[config.mk]
export PLATFORM = sky130hd
export DESIGN_NAME = alu_reservation_station
export DESIGN_NICKNAME = d
export VERILOG_FILES = /design/src/rtl/alu_reservation_station.sv
export SDC_FILE = /design/constraint.sdc
export NUM_CORES = 1
export LEC_CHECK = 0
export BUFFER_PORTS_ARGS = -buffer_cell sky130_fd_sc_hd__buf_4
export CORE_MARGIN = 3
export CORE_UTILIZATION = 61
export CTS_BUF_LIST = sky130_fd_sc_hd__clkbuf_4 sky130_fd_sc_hd__clkbuf_8 sky130_fd_sc_hd__clkbuf_16
export CTS_CLUSTER_SIZE = 14
export DETAILED_ROUTE_END_ITERATION = 8
export MAX_ROUTING_LAYER = met4
export PLACE_DENSITY = 0.89
export SETUP_SLACK_MARGIN = 0.5
export SLEW_MARGIN = 20
export SYNTH_ARGS = -nofsm -noshare
export SYNTH_HDL_FRONTEND = slang
export SYNTH_SLANG_ARGS = --single-unit
[constraint.sdc]
create_clock -name CLK -period 4.25 [get_ports CLK]
set_input_delay 0.85 -clock CLK [delete_from_list [all_inputs] [get_ports CLK]]
set_output_delay 0.85 -clock CLK [all_outputs]
set_load 0.05 [all_outputs]
[src/rtl/alu_reservation_station.sv]
// Purpose : ALU reservation station; buffers dispatched ops, wakes operands from two WB tag buses, issues oldest ready op.
// Latency : dispatch-to-issue >= 1 cycle (no bypass); a writeback wakes an operand for issue on the following cycle.
// Backpres: dispatch_ready drops when all RS_DEPTH slots are full (no credit for a same-cycle issue); issue holds while issue_ready=0.
//
// Ports:
//   CLK, nRST                         clock (rising edge), asynchronous active-low reset
//   dispatch_valid/_ready/_struct     48-bit packet from dispatch:
//                                     {op[3:0], itype, src0{needed,ready,tag[5:0]}, src1{..}, dest[5:0], imm16, ROB_index[4:0]}
//   WB0_valid/_phys_reg_tag           writeback broadcast, port 0
//   WB1_valid/_phys_reg_tag           writeback broadcast, port 1
//   kill_valid, kill_ROB_index        single-entry squash from the ROB
//   issue_valid/_ready, issue_*       selected packet toward the ALU pipeline
module alu_reservation_station #(
    parameter int RS_DEPTH = 4
) (
    input  logic        CLK,
    input  logic        nRST,
    input  logic        dispatch_valid,
    output logic        dispatch_ready,
    input  logic [47:0] dispatch_struct,
    input  logic        WB0_valid,
    input  logic [5:0]  WB0_phys_reg_tag,
    input  logic        WB1_valid,
    input  logic [5:0]  WB1_phys_reg_tag,
    input  logic        kill_valid,
    input  logic [4:0]  kill_ROB_index,
    output logic        issue_valid,
    input  logic        issue_ready,
    output logic [3:0]  issue_op,
    output logic        issue_itype,
    output logic [5:0]  issue_source_0_tag,
    output logic [5:0]  issue_source_1_tag,
    output logic [5:0]  issue_dest_phys_reg_tag,
    output logic [15:0] issue_imm16,
    output logic [4:0]  issue_ROB_index
);

    localparam int CW = $clog2(RS_DEPTH + 1);
    localparam int IW = (RS_DEPTH > 1) ? $clog2(RS_DEPTH) : 1;

    typedef struct packed {
        logic       needed;
        logic       ready;
        logic [5:0] tag;
    } src_t;

    typedef struct packed {
        logic [3:0]  op;
        logic        itype;
        src_t        source_0;
        src_t        source_1;
        logic [5:0]  dest_phys_reg_tag;
        logic [15:0] imm16;
        logic [4:0]  ROB_index;
    } alu_rs_input_struct_t;

    typedef struct packed {
        logic                 valid;
        alu_rs_input_struct_t pkt;
    } entry_t;

    // Slot 0 is always the oldest entry; valid slots are kept contiguous from 0.
    entry_t        slots [RS_DEPTH];
    logic [CW-1:0] count;

    entry_t        nxt   [RS_DEPTH];
    entry_t        woken [RS_DEPTH];
    logic [CW-1:0] count_nxt;
    logic [CW-1:0] kept;

    logic [RS_DEPTH-1:0] kill_hit;
    logic [RS_DEPTH-1:0] elig;
    logic [RS_DEPTH-1:0] remove;
    logic [IW-1:0]       sel;
    logic                found;
    logic                accept;
    logic                fire;
    alu_rs_input_struct_t new_pkt;

    // A source needing a tag becomes ready when either writeback port broadcasts that tag.
    function automatic src_t wake_src(input src_t s,
                                      input logic w0v, input logic [5:0] w0t,
                                      input logic w1v, input logic [5:0] w1t);
        src_t r;
        r = s;
        if (s.needed && ((w0v && (w0t == s.tag)) || (w1v && (w1t == s.tag))))
            r.ready = 1'b1;
        return r;
    endfunction

    function automatic logic src_ok(input src_t s);
        return !s.needed || s.ready;
    endfunction

    assign dispatch_ready = (count < CW'(RS_DEPTH));
    assign accept         = dispatch_valid && dispatch_ready;

    // Eligibility uses registered ready bits only, so a wakeup never issues in its own cycle.
    // A slot being killed this cycle is masked out so it cannot also be issued.
    always_comb begin
        for (int i = 0; i < RS_DEPTH; i++) begin
            kill_hit[i] = kill_valid && slots[i].valid &&
                          (slots[i].pkt.ROB_index == kill_ROB_index);
            elig[i]     = slots[i].valid &&
                          src_ok(slots[i].pkt.source_0) &&
                          src_ok(slots[i].pkt.source_1) &&
                          !kill_hit[i];
        end
    end

    // Oldest-first pick: lowest-index eligible slot.
    always_comb begin
        sel   = '0;
        found = 1'b0;
        for (int i = 0; i < RS_DEPTH; i++) begin
            if (elig[i] && !found) begin
                sel   = IW'(i);
                found = 1'b1;
            end
        end
    end

    assign issue_valid = found;
    assign fire        = issue_valid && issue_ready;

    assign issue_op                = issue_valid ? slots[sel].pkt.op                : '0;
    assign issue_itype             = issue_valid ? slots[sel].pkt.itype             : 1'b0;
    assign issue_source_0_tag      = issue_valid ? slots[sel].pkt.source_0.tag      : '0;
    assign issue_source_1_tag      = issue_valid ? slots[sel].pkt.source_1.tag      : '0;
    assign issue_dest_phys_reg_tag = issue_valid ? slots[sel].pkt.dest_phys_reg_tag : '0;
    assign issue_imm16             = issue_valid ? slots[sel].pkt.imm16             : '0;
    assign issue_ROB_index         = issue_valid ? slots[sel].pkt.ROB_index         : '0;

    // Per-slot removal: issued slot and/or killed slot (never the same one).
    always_comb begin
        for (int i = 0; i < RS_DEPTH; i++)
            remove[i] = kill_hit[i] || (fire && (sel == IW'(i)));
    end

    // Apply this cycle's writeback broadcasts to resident entries.
    always_comb begin
        for (int i = 0; i < RS_DEPTH; i++) begin
            woken[i]              = slots[i];
            woken[i].pkt.source_0 = wake_src(slots[i].pkt.source_0,
                                             WB0_valid, WB0_phys_reg_tag,
                                             WB1_valid, WB1_phys_reg_tag);
            woken[i].pkt.source_1 = wake_src(slots[i].pkt.source_1,
                                             WB0_valid, WB0_phys_reg_tag,
                                             WB1_valid, WB1_phys_reg_tag);
        end
    end

    // Incoming packet also sees same-cycle writebacks so it is not left waiting forever.
    always_comb begin
        new_pkt          = alu_rs_input_struct_t'(dispatch_struct);
        new_pkt.source_0 = wake_src(new_pkt.source_0,
                                    WB0_valid, WB0_phys_reg_tag,
                                    WB1_valid, WB1_phys_reg_tag);
        new_pkt.source_1 = wake_src(new_pkt.source_1,
                                    WB0_valid, WB0_phys_reg_tag,
                                    WB1_valid, WB1_phys_reg_tag);
    end

    // Collapse: surviving entries are packed down in age order, then the new
    // packet lands in the first free slot. kept never reaches RS_DEPTH when an
    // accept happens because accept requires count < RS_DEPTH.
    always_comb begin
        for (int j = 0; j < RS_DEPTH; j++)
            nxt[j] = '0;
        kept = '0;
        for (int i = 0; i < RS_DEPTH; i++) begin
            if (slots[i].valid && !remove[i]) begin
                nxt[kept[IW-1:0]] = woken[i];
                kept              = kept + CW'(1);
            end
        end
        if (accept) begin
            nxt[kept[IW-1:0]].valid = 1'b1;
            nxt[kept[IW-1:0]].pkt   = new_pkt;
        end
        // Equals count + accept - issued - killed.
        count_nxt = kept + CW'(accept);
    end

    always_ff @(posedge CLK or negedge nRST) begin
        if (!nRST) begin
            for (int i = 0; i < RS_DEPTH; i++)
                slots[i] <= '0;
            count <= '0;
        end else begin
            for (int i = 0; i < RS_DEPTH; i++)
                slots[i] <= nxt[i];
            count <= count_nxt;
        end
    end

endmodule

# Yosys cells after proc, flatten, opt, wreduce, memory -nomap -nowiden

Index checks and enable logic that the tools add are counted.

Flip-flop bits (word level): 199
Bits of input ports: 72
Word-level logic and storage cells: 255

Add/subtract/negate cells: 4
Magnitude comparators: 10
Eq/ne operators: 27
Muxes and demuxes: 51
Bitwise logic cells: 5
Reductions and logical operators: 109

Operators by type and width:

| cell                                                     | count |
|---|---|
| bitwise mux 196 bit                                      | 5 |
| two-way mux 196 bit                                      | 4 |
| demux 49 bit (select 2 bit)                              | 5 |
| two-way mux 49 bit                                       | 5 |
| two-way mux 48 bit                                       | 3 |
| == test 6 bit                                            | 20 |
| binary-select mux 49 bit (select 2 bit)                  | 1 |
| logical AND 1 bit                                        | 67 |
| logical OR 1 bit                                         | 22 |
| == test 5 bit                                            | 4 |
| zero test 1 bit                                          | 19 |
| two-way mux 6 bit                                        | 3 |
| two-way mux 1 bit                                        | 17 |
| two-way mux 16 bit                                       | 1 |
| greater-or-equal comparator 3 bit, second input constant | 5 |
| inverter 2 -> 3 bit                                      | 5 |
| < comparator 3 x 1 -> 1 bit, second input constant       | 4 |
| adder 3 x 1 -> 3 bit, second input constant              | 3 |
| two-way mux 3 bit                                        | 3 |
| two-way mux 5 bit                                        | 1 |
| == test 2 bit, second input constant                     | 2 |
| two-way mux 2 bit                                        | 2 |
| two-way mux 4 bit                                        | 1 |
| adder 3 x 1 -> 3 bit                                     | 1 |
| other kinds (3)                                          | 3 |

# Depth between registers and ports, before layout

Gate-level depths: netlist (run 1).

Depth in word-level cells: 35
Mapped depth: 20
Depth with buffers taken out: 15

# Least setup slack after synthesis (run 1)

Ideal clock, no wire load.

Kind: input port to output port
Start: input kill_ROB_index[0]
End: output issue_source_0_tag[0]
Arrival: 3.520 ns
Data required time: 3.400 ns
Path slack: -0.120 ns
Stages: 10
Path through: buf_6 -> xnor2_2 -> nand4_2 -> o311a_1 -> clkbuf_1 -> o21ai_1 -> buf_2 -> mux2_2 -> a22oi_1 -> a21oi_1

Word-level cells in the longest chain between the ends: 19
Elaborated cells between the ends (all ways): 34

RTL lines:

| element                                   | line | source |
|---|---|---|
| from (decl)                               | 26   | `input logic [4:0] kill_ROB_index,` |
| == test 5 bit                             | 103  | `(slots[i].pkt.ROB_index == kill_ROB_index);` |
| logical AND 1 bit                         | 102  | `kill_hit[i] = kill_valid && slots[i].valid &&` |
| zero test 1 bit                           | 107  | `!kill_hit[i];` |
| logical AND 1 bit                         | 106  | `src_ok(slots[i].pkt.source_1) &&` |
| two-way mux 1 bit                         | 116  | `if (elig[i] && !found) begin` |
| zero test 1 bit                           | 116  |  |
| logical AND 1 bit                         | 116  |  |
| two-way mux 1 bit                         | 116  |  |
| (+2 left out)                             | --   |  |
| two-way mux 1 bit                         | 116  |  |
| zero test 1 bit                           | 116  |  |
| logical AND 1 bit                         | 116  |  |
| two-way mux 2 bit                         | 116  |  |
| inverter 2 -> 3 bit (not written as such) | 128  | `assign issue_source_0_tag = issue_valid ? slots[sel].pkt.source_0.tag : '0;` |
| binary-select mux 49 bit (select 2 bit)   | 128  |  |
| two-way mux 48 bit (2 in series)          | --   |  |
| two-way mux 6 bit *                       | 128  |  |
| to (decl)                                 | 31   | `output logic [5:0] issue_source_0_tag,` |

Mark *: on every way between the ends. The rest lies on a longest branch, timed or not. The select of a mux whose other input is x is not followed.

# Final worst setup path (run 1)

Start: input kill_ROB_index[2]
End: output issue_ROB_index[0]

Word-level cells in the longest chain between the ends: 19
Elaborated cells between the ends (all ways): 34

RTL lines:

| element                                                | line | source |
|---|---|---|
| == test 5 bit                                          | 103  |  |
| logical AND 1 bit                                      | 102  |  |
| zero test 1 bit                                        | 107  |  |
| logical AND 1 bit                                      | 106  |  |
| two-way mux 1 bit                                      | 116  |  |
| zero test 1 bit                                        | 116  |  |
| logical AND 1 bit                                      | 116  |  |
| two-way mux 1 bit                                      | 116  |  |
| (+2 left out)                                          | --   |  |
| two-way mux 1 bit                                      | 116  |  |
| zero test 1 bit                                        | 116  |  |
| logical AND 1 bit                                      | 116  |  |
| two-way mux 2 bit                                      | 116  |  |
| inverter 2 -> 3 bit (not written as such)              | 132  | `assign issue_ROB_index = issue_valid ? slots[sel].pkt.ROB_index : '0;` |
| binary-select mux 49 bit (select 2 bit)                | 132  |  |
| two-way mux 48 bit (not written as such) (2 in series) | 132  |  |
| two-way mux 5 bit *                                    | 132  |  |
| to (decl)                                              | 35   | `output logic [4:0] issue_ROB_index` |

Marked as above.

==> results of run 1 <==
==> metrics by stage <==
step / utilization [%] / worst slack [ns]
after floorplan: - / 0.385
final: 76.7 / -0.00367
after global placement: 70.9 / 0.199
after CTS: 76.0 / 0.405
after global routing: 76.7 / 0.0125
after detailed placement: 70.9 / 0.164
==> flip-flops by register name (all words and copies together), names as in the netlist <==
name,cells
count,1
slots,196
==> cells in the final DEF, fill, tap and decap left out, types with 29 or more instances in the layout <==
cell type,n
a22o_1,46
buf_4,112
xor2_1,56
mux2_2,185
o2bb2ai_1,44
xnor2_1,76
a31oi_1,46
a22oi_2,44
nand2_1,241
a21oi_4,42
o21ai_0,92
mux2i_1,54
nor2_1,98
mux2_4,29
dfrtp_1,193
nand3b_1,47
buf_6,48
==> timing repair <==
action                                  in CTS  in global routing
setup buffers                               10                 11
endpoints found under the setup margin      44                140
hold buffers                                 0                  0
gates resized for setup                    105                  9
gates cloned                                 4                  2
pin swaps                                   66                 21
==> kinds of logic (layout without fill, tap and decap cells) <==
family / after synthesis / after routing / share of synthesized area [%]
and+or+nand+nor: 456 / 457 / 13.8
xor gates and xnor gates: 143 / 143 / 8.70
buffers and inverters: 180 / 239 / 5.31
AOI/OAI and AO/OA: 374 / 374 / 17.1
adders and majority gates: 6 / 6 / 0.505
DFF: 197 / 197 / 33.2
muxes: 282 / 282 / 21.4
==> layer usage <==
layer | vias to the layer above | track usage (%) | wire length (microns)
met5 | - | - | 0
met4 | 0 | 26.3 | 3880
met2 | 1356 | 63.0 | 24700
met3 | 407 | 9.08 | 6680
met1 | 7123 | 47.6 | 19000
li1 | 5920 | - | -
==> area by class of cell <==
| type | count | area [sq um] |
|---|---|---|
| Fill cell | 1429 | 5510 |
| Inverter | 14 | 53.8 |
| Timing Repair Buffer | 193 | 2060 |
| Multi-Input combinational cell | 1262 | 10100 |
| Sequential cell | 197 | 4930 |
| Clock buffer | 19 | 447 |
| Clock inverter | 13 | 143 |
| Tap cell | 319 | 399 |
==> power by group <==
group,leakage [uW],switching [uW],total (uW),internal (uW)
clock network,0.000282,842,1700,853
registers,0.00268,473,2720,2250
logic,0.00491,4840,8010,3170
total,0.00787,6160,12400,6280
==> path summary, 6_finish.rpt <==
path                                            from              endpoint  slack (ns)  cells past startpoint
worst min-delay path                            nRST  slots[186]$_DFF_PN0_        0.39                      1
worst min register to register   slots[96]$_DFF_PN0_   slots[96]$_DFF_PN0_        0.69                      2
worst max register to register  slots[149]$_DFF_PN0_  slots[139]$_DFF_PN0_        0.30                     11
min in group CLK                 dispatch_struct[43]   slots[92]$_DFF_PN0_        0.65                      2
worst max-delay path               kill_ROB_index[2]    issue_ROB_index[0]      -0.004                     13
max in group asynchronous                       nRST   slots[69]$_DFF_PN0_        2.81                      2
==> worst register-to-register path, delay by kind of cell (launching register included) <==
family,cells,cell delay (ns)
and+or+nand+nor,4,1.31
buffers and inverters,3,0.82
xor gates and xnor gates,1,0.48
AOI/OAI and AO/OA,2,0.48
DFF,1,0.47
muxes,1,0.26
==> impl.org, run 1 <==
** Clocking
- Sinks on Clock Net :: 197
- Counting the buffers created by CTS gives 17.
- TritonCTS built the clock tree.
- Clock latency on the worst-skew pair :: 0.47 ns
- Register clock-pin slew on the reported worst setup and hold paths :: 0.09 ns
- Buffer type at the clock tree root :: clkbuf_16
- Deepest level of the CTS H-tree :: 4
- No sink is reached through more buffers than the 2 on the longest clock path.

** Synthesis
- The cell area that synthesis handed to floorplanning was 14900 sq um.
- Register bit count reported by yosys :: 197
- Most instantiated flip-flop cell in the synthesis netlist :: dfrtp_1
- Sequential-to-total area share from yosys stat :: 33.2%
- Count of different cell masters after synthesis :: 60
- For this run, asynchronously set or reset flops after synthesis account for 100%.
- Post-synth top area cell :: dfrtp_1
- In the synthesized netlist, the cells that appear most often are 243 x nand2_1, 197 x dfrtp_1, 196 x mux2_2.
- Cell with the most instances after synthesis :: nand2_1
- The number of nets in the synthesized netlist is 1716.
- The average instance in the mapped netlist occupies 9.08 sq um.
- Number of warning messages in the yosys log :: 0
- Counting every instance in the synthesized netlist gives 1638.
- Post-synth top area share :: 33.2%
- In this run, synthesis inferred 0 flip-flops with an integrated enable.
- Top area cells in the synthesized netlist :: dfrtp_1 33%, mux2_2 15%, nand2_1 6.1%

** Place
- Instance count after placement with tap cells included :: 1958
- Dpl cell area :: 16800 sq um
- The wire-length estimate of the detail-placed layout is 29.7 mm.
- Number of I/O port buffers :: 117
- At the end of routability-driven placement, the weighted congestion stood at 0.967.

** STA
- Worst slew margin :: 45.0%
- At the pin with the least slew margin, the transition time is 0.825 ns.
- Across all setup checks in the final design, the least slack found is -0.00367 ns.
- Hold Violations, Final :: 0
- Setup repair after global routing could not meet its margin everywhere.
- Tmin final :: 4.25 ns
- Clock skew after layout :: 0.0213 ns
- Total negative slack :: -0.00367 ns
- Setup violations remaining at the end of the flow were counted as 1.
- For this run, the top clock speed supported by timing is 235 MHz.
- Worst hold slack across all endpoints :: 0.391 ns
- Post-route fraction of the period consumed by the critical path :: 100%
- The number of pins exceeding their max-slew limit in the final report is 0.

** Critical path
- Crit path launch type :: primary input
- The number of buffers and inverters on the critical path is 6.
- The signal on the critical path passes through buf_8 -> xnor2_1 -> nand4_1 -> o21bai_4 -> buf_4 -> o21ai_4 -> buf_6 -> buf_12 -> buf_16 -> mux2_4 -> a22oi_2 -> a21oi_4 -> buf_6.
- Along the worst path, the maximum fanout reaches 6.
- In this design, the critical path's most frequently occurring cell is buf_6.
- Required arrival time at the worst endpoint :: 3.40 ns
- Worst Path Arrival :: 3.40 ns
- The largest individual stage delay along the critical path comes from the cell xnor2_1.
- The kind of cell with the highest combined delay along the critical path is buffers and inverters.
- Largest incremental delay on the critical path :: 0.46 ns
- The worst setup path is captured at an output pin.
- The setup path with the least slack is of type primary input to output pin.

** Power and ir drop
- IR analysis of the VDD net gives a maximum drop of 604 uV.
- Leakage component of the power :: 0.00787 uW
- Total power :: 12400 uW
- Dividing total power by cell area gives a power density of 684 nW/um^2.

** Floorplan
- The core region is 23700 sq um.
- Die Wd :: 162 microns
- 118 I/O pins were placed.
- Starting Density :: 62.8%
- Floorplan die area :: 26300 sq um
- Vertical die dimension :: 162 microns
- Row count :: 56

** Global route
- Vias in the first global route :: 15000
- Entering global routing, the biggest net connects 84 pins.
- All-Layer GR Usage :: 40.6%
- Initial antenna violation count :: 0
- Global-route wire length before repair :: 81.9 mm
- Residual overflow from global routing :: 0

** Routing
- Using the TritonRoute via totals, the vias-per-cell ratio works out to 7.34.
- Final wirelength :: 54.3 mm
- The detailed router placed 14800 vias in this run.
- Mean routed wirelength per cell :: 26.9 microns
- Iter 0 DRT Violations :: 2590
- For this run, the detailed router's first-pass iteration total came to 7.
- Number of antenna-violating nets in the routed design :: 0
- Drc violations :: 0

** Layout
- Final Instance Count excl. Fillers :: 2017
- Once layout is done, the placed cells without fillers occupy 18200 sq um.
- Final net count :: 1763
- Share of post-route cells with drive strength above 1 :: 34.2%
- The area growth from synthesis to layout is 22.2%.
- The number of antenna diodes in the final layout is 0.

** Outcome
- Result of the run :: complete, but fails checks
- The checks that failed: setup timing.

** Run
- Max Cap Viol :: 0

** Hold path
- Kind of path behind the tightest hold check :: primary input to asynchronous set/reset pin
No activity file was read; power rests on OpenSTA's default activity.
==> inputs of run 2 (changes only) <==
--- a/config.mk
+++ b/config.mk
@@ -5,7 +5,7 @@
 export SDC_FILE = /design/constraint.sdc
 export NUM_CORES = 1
 export LEC_CHECK = 0
-export BUFFER_PORTS_ARGS = -buffer_cell sky130_fd_sc_hd__buf_4
+export BUFFER_PORTS_ARGS = -buffer_cell sky130_fd_sc_hd__buf_2
 export CORE_MARGIN = 3
 export CORE_UTILIZATION = 61
 export CTS_BUF_LIST = sky130_fd_sc_hd__clkbuf_4 sky130_fd_sc_hd__clkbuf_8 sky130_fd_sc_hd__clkbuf_16
==> impl.org, run 2 (synthesis results as in run 1) <==
** Place
- Number of I/O port buffers :: 117 (unchanged)
- Post-DP HPWL :: 29.5 mm (-0.91%)
- Instance count after placement with tap cells included :: 1961 (+0.15%)
- The global placer's final weighted congestion was 0.965 (-0.24%).

** Power and ir drop
- The standby leakage power is 0.00791 uW (+0.54%).
- Max VDD drop :: 614 uV (+1.7%)
- Power Dens Cells :: 693 nW/um^2 (+1.3%)

** Routing
- The ratio of routed vias to standard cells was 7.44 (+1.4%).
- Iter 0 DRT Violations :: 2586 (-0.15%)
- The final wirelength came to 56.3 mm (+3.6%).
- The number of antenna-violating nets in the routed design was 0 (unchanged).
- Drc violations :: 1 (+1)
- Total via count in the routed design :: 15100 (+1.7%)
- Mean routed wirelength per cell :: 27.8 microns (+3.3%)
- The number of optimization iterations in the first detailed-route pass is 9 (+2).

** Global route
- Initial antenna violation count :: 3 (+3)
- The total global routing track utilization came to 41.1% (+0.51 points).
- Global-route wire length before repair :: 83.0 mm (+1.4%)
- The via count of the first global-routing pass was 15200 (+1.5%).
- Pin count of the biggest net entering global routing :: 98 (+17%)
- The global-route congestion overflow total was 0 (unchanged).

** Layout
- Registers with the most flip-flops :: slots x196, count x1
- Area of the multi-input gates :: 10300 sq um (+1.1%)
- Ranked by flip-flop count, first place goes to slots.
- The final layout net count came to 1765 (+0.11%).
- The share of final-layout standard cells stronger than drive strength 1 is 34.4% (+0.25 points).
- Final Instance Count excl. Fillers :: 2022 (+0.25%)
- Commonest cells after routing, fill and taps aside :: 242 x nand2_1, 190 x dfrtp_1, 171 x mux2_2
- Leaving out fill and tap cells, the most frequent cell in the layout is nand2_1.
- The number of flip-flops in the largest register is 196 (unchanged).
- The area taken by flip-flops and latches was 4940 sq um (about the same).
- Signed area change from the synthesized netlist to the final layout :: 22.6%
- The number of inserted filler cells in the final layout is 1365 (-4.5%).

** Clocking
- The buffer levels on the longest clock path is 2 (unchanged).
- Deepest level of the CTS H-tree :: 4 (unchanged)
- TritonCTS built the clock tree.
- Register clock-pin slew on the reported worst setup and hold paths :: 0.08 ns (about the same)
- The number of CTS-inserted buffers was 17 (unchanged).
- Clock latency on the worst-skew pair :: 0.47 ns (about the same)
- The tree is rooted in a clkbuf_16.
- The number of clock sinks seen by CTS is 197 (unchanged).

** STA
- Achievable frequency :: 247 MHz (+4.9%)
- The final worst-path cycle share is 95.4% (-4.7 points).
- The setup clock skew after layout came to 0.0159 ns (-0.00538 ns).
- Setup-violating endpoint count in the final report :: 0 (-1)
- Max Transition Viols Final :: 0 (unchanged)
- The slew of the pin with the lowest slew margin was 0.834 ns (+0.00879 ns).
- The minimum period implied by the final worst setup slack came to 4.06 ns (-0.198 ns).
- The final number of hold-violating endpoints came to 0 (unchanged).
- Setup repair after global routing could not meet its margin everywhere.
- The sum of negative setup slack came to 0 ns (+0.00367 ns).
- The worst slew margin relative to its limit was 44.3% (-0.72 points).

** Outcome
- Violated checks :: DRC
- The flow ran to the end, but the final reports show violations.

** Run
- Max Cap Viol :: 0 (unchanged)

** Critical path
- Register-to-register path setup slack :: 0.50 ns (+0.20 ns)
- The biggest fanout along the worst timing path came to 7 (+1).
- List of cells traversed by the critical path :: buf_8 -> xnor2_2 -> nand4_1 -> o21a_1 -> a211oi_2 -> o21ai_4 -> buf_6 -> buf_12 -> buf_16 -> mux2_4 -> a22oi_2 -> a21oi_4 -> buf_6
- The cell that appears most often on the critical path is buf_6.
- Worst Path Arrival :: 3.21 ns (-0.19 ns)
- Crit Path Class :: primary input to output pin
- Crit path launch type :: primary input
- Slowest library cell on the worst path :: mux2_4
- The data required time at the worst endpoint is 3.40 ns (about the same).
- FF-to-FF End :: slots[16]$_DFF_PN0_
- R2R depth :: 13 (+2)
- The worst path buffer plus inverter count was 5 (-1).
- Family with the most delay on the worst path :: compound AO/OA/AOI/OAI gates
- The delay of the slowest cell on the worst path came to 0.31 ns (-0.15 ns).
- Endpoint class of the critical path :: output pin
- The worst register-to-register path begins at slots[98]$_DFF_PN0_.

** Floorplan
- The initial core utilization came to 62.8% (unchanged).
- The I/O pin count was 118 (unchanged).
- Die Wd :: 162 microns (unchanged)
- The die span in y came to 162 microns (unchanged).
- Floorplan die area :: 26300 sq um (unchanged)
- Row count :: 56 (unchanged)
- Placeable core area :: 23700 sq um (unchanged)

** Hold path
- Kind of path behind the tightest hold check :: primary input to asynchronous set/reset pin
==> run 2: cell count changes in the layout (fill, tap and decap cells not counted), moves of 3 or more <==
cell,change
dfrtp_1,-3
clkinvlp_4,-3
clkinv_8,+3
mux2_4,+14
buf_2,+67
dfrtp_2,+3
diode_2,+3
mux2_2,-14
buf_4,-64
==> run 2: final cells by class <==
cell class,count,area share [%]
Multi-Input combinational cell,1261,56.3
Sequential cell,197,27.1
Timing Repair Buffer,196,10.5
Clock buffer,17,2.33
Tap cell,319,2.19
Clock inverter,15,1.29
Inverter,14,0.295
Antenna cell,3,0.0412
==> run 2: stage by stage <==
stage / hold slack, ns / power, uW / setup slack [ns] / utilization [%] / area, sq um
global placement: 0.659 / 9190 / 0.160 / 69.7 / 16500
detailed placement: 0.670 / 9370 / 0.150 / 69.7 / 16500
finish: 0.403 / 12600 / 0.194 / 77.0 / 18200
CTS: 0.436 / 12000 / 0.396 / 75.6 / 17900
floorplan: 0.554 / 7690 / 0.385 / - / 15600
global route: 0.444 / 12900 / 0.193 / 77.0 / 18200
==> run 2: how the worst max path moves through the flow <==
stage,start,endpoint,slack (ns),cells past startpoint
global placement,kill_ROB_index[0],issue_imm16[12],0.16,11
CTS,kill_ROB_index[4],issue_imm16[10],0.40,13
global route,kill_ROB_index[2],issue_imm16[1],0.19,14
floorplan,kill_ROB_index[1],issue_source_1_tag[1],0.38,10
detailed placement,kill_ROB_index[0],issue_imm16[8],0.15,11
finish,kill_ROB_index[3],issue_imm16[1],0.19,13
==> run 2: report_power, final <==
part	leakage (uW)	internal (uW)	switching [uW]
registers	0.00267	2250	496
logic	0.00492	3140	4890
clock network	0.000321	969	880
==> run 2: repair_timing <==
action / in CTS / in global routing
gates cloned: 2 / 2
pin swaps: 54 / 50
setup buffers: 14 / 8
gates resized for setup: 146 / 43
setup endpoints to repair: 44 / 45
hold buffers: 0 / 0
==> run 2: worst register-to-register path, cell delays in order, from the launching register on <==
cell and delay, ns:
dfrtp_2 0.48, xnor2_4 0.20, nand4_4 0.13, buf_4 0.16, buf_4 0.14, o31ai_1 0.22
a31o_2 0.23, ha_4 0.25, xnor2_4 0.28, ha_1 0.31, and3_4 0.22, a32oi_4 0.26
buf_4 0.35, mux2_2 0.40
==> run 2: per-layer routing <==
metal | track usage (%) | part of all wire, % | wire [microns] | vias to the layer above
met4 | 26.8 | 7.8 | 4380 | 0
met5 | - | 0 | 0 | -
met3 | 10.7 | 14 | 7640 | 478
met1 | 48.5 | 34 | 19000 | 7087
met2 | 62.4 | 45 | 25200 | 1549
li1 | - | - | - | 5937
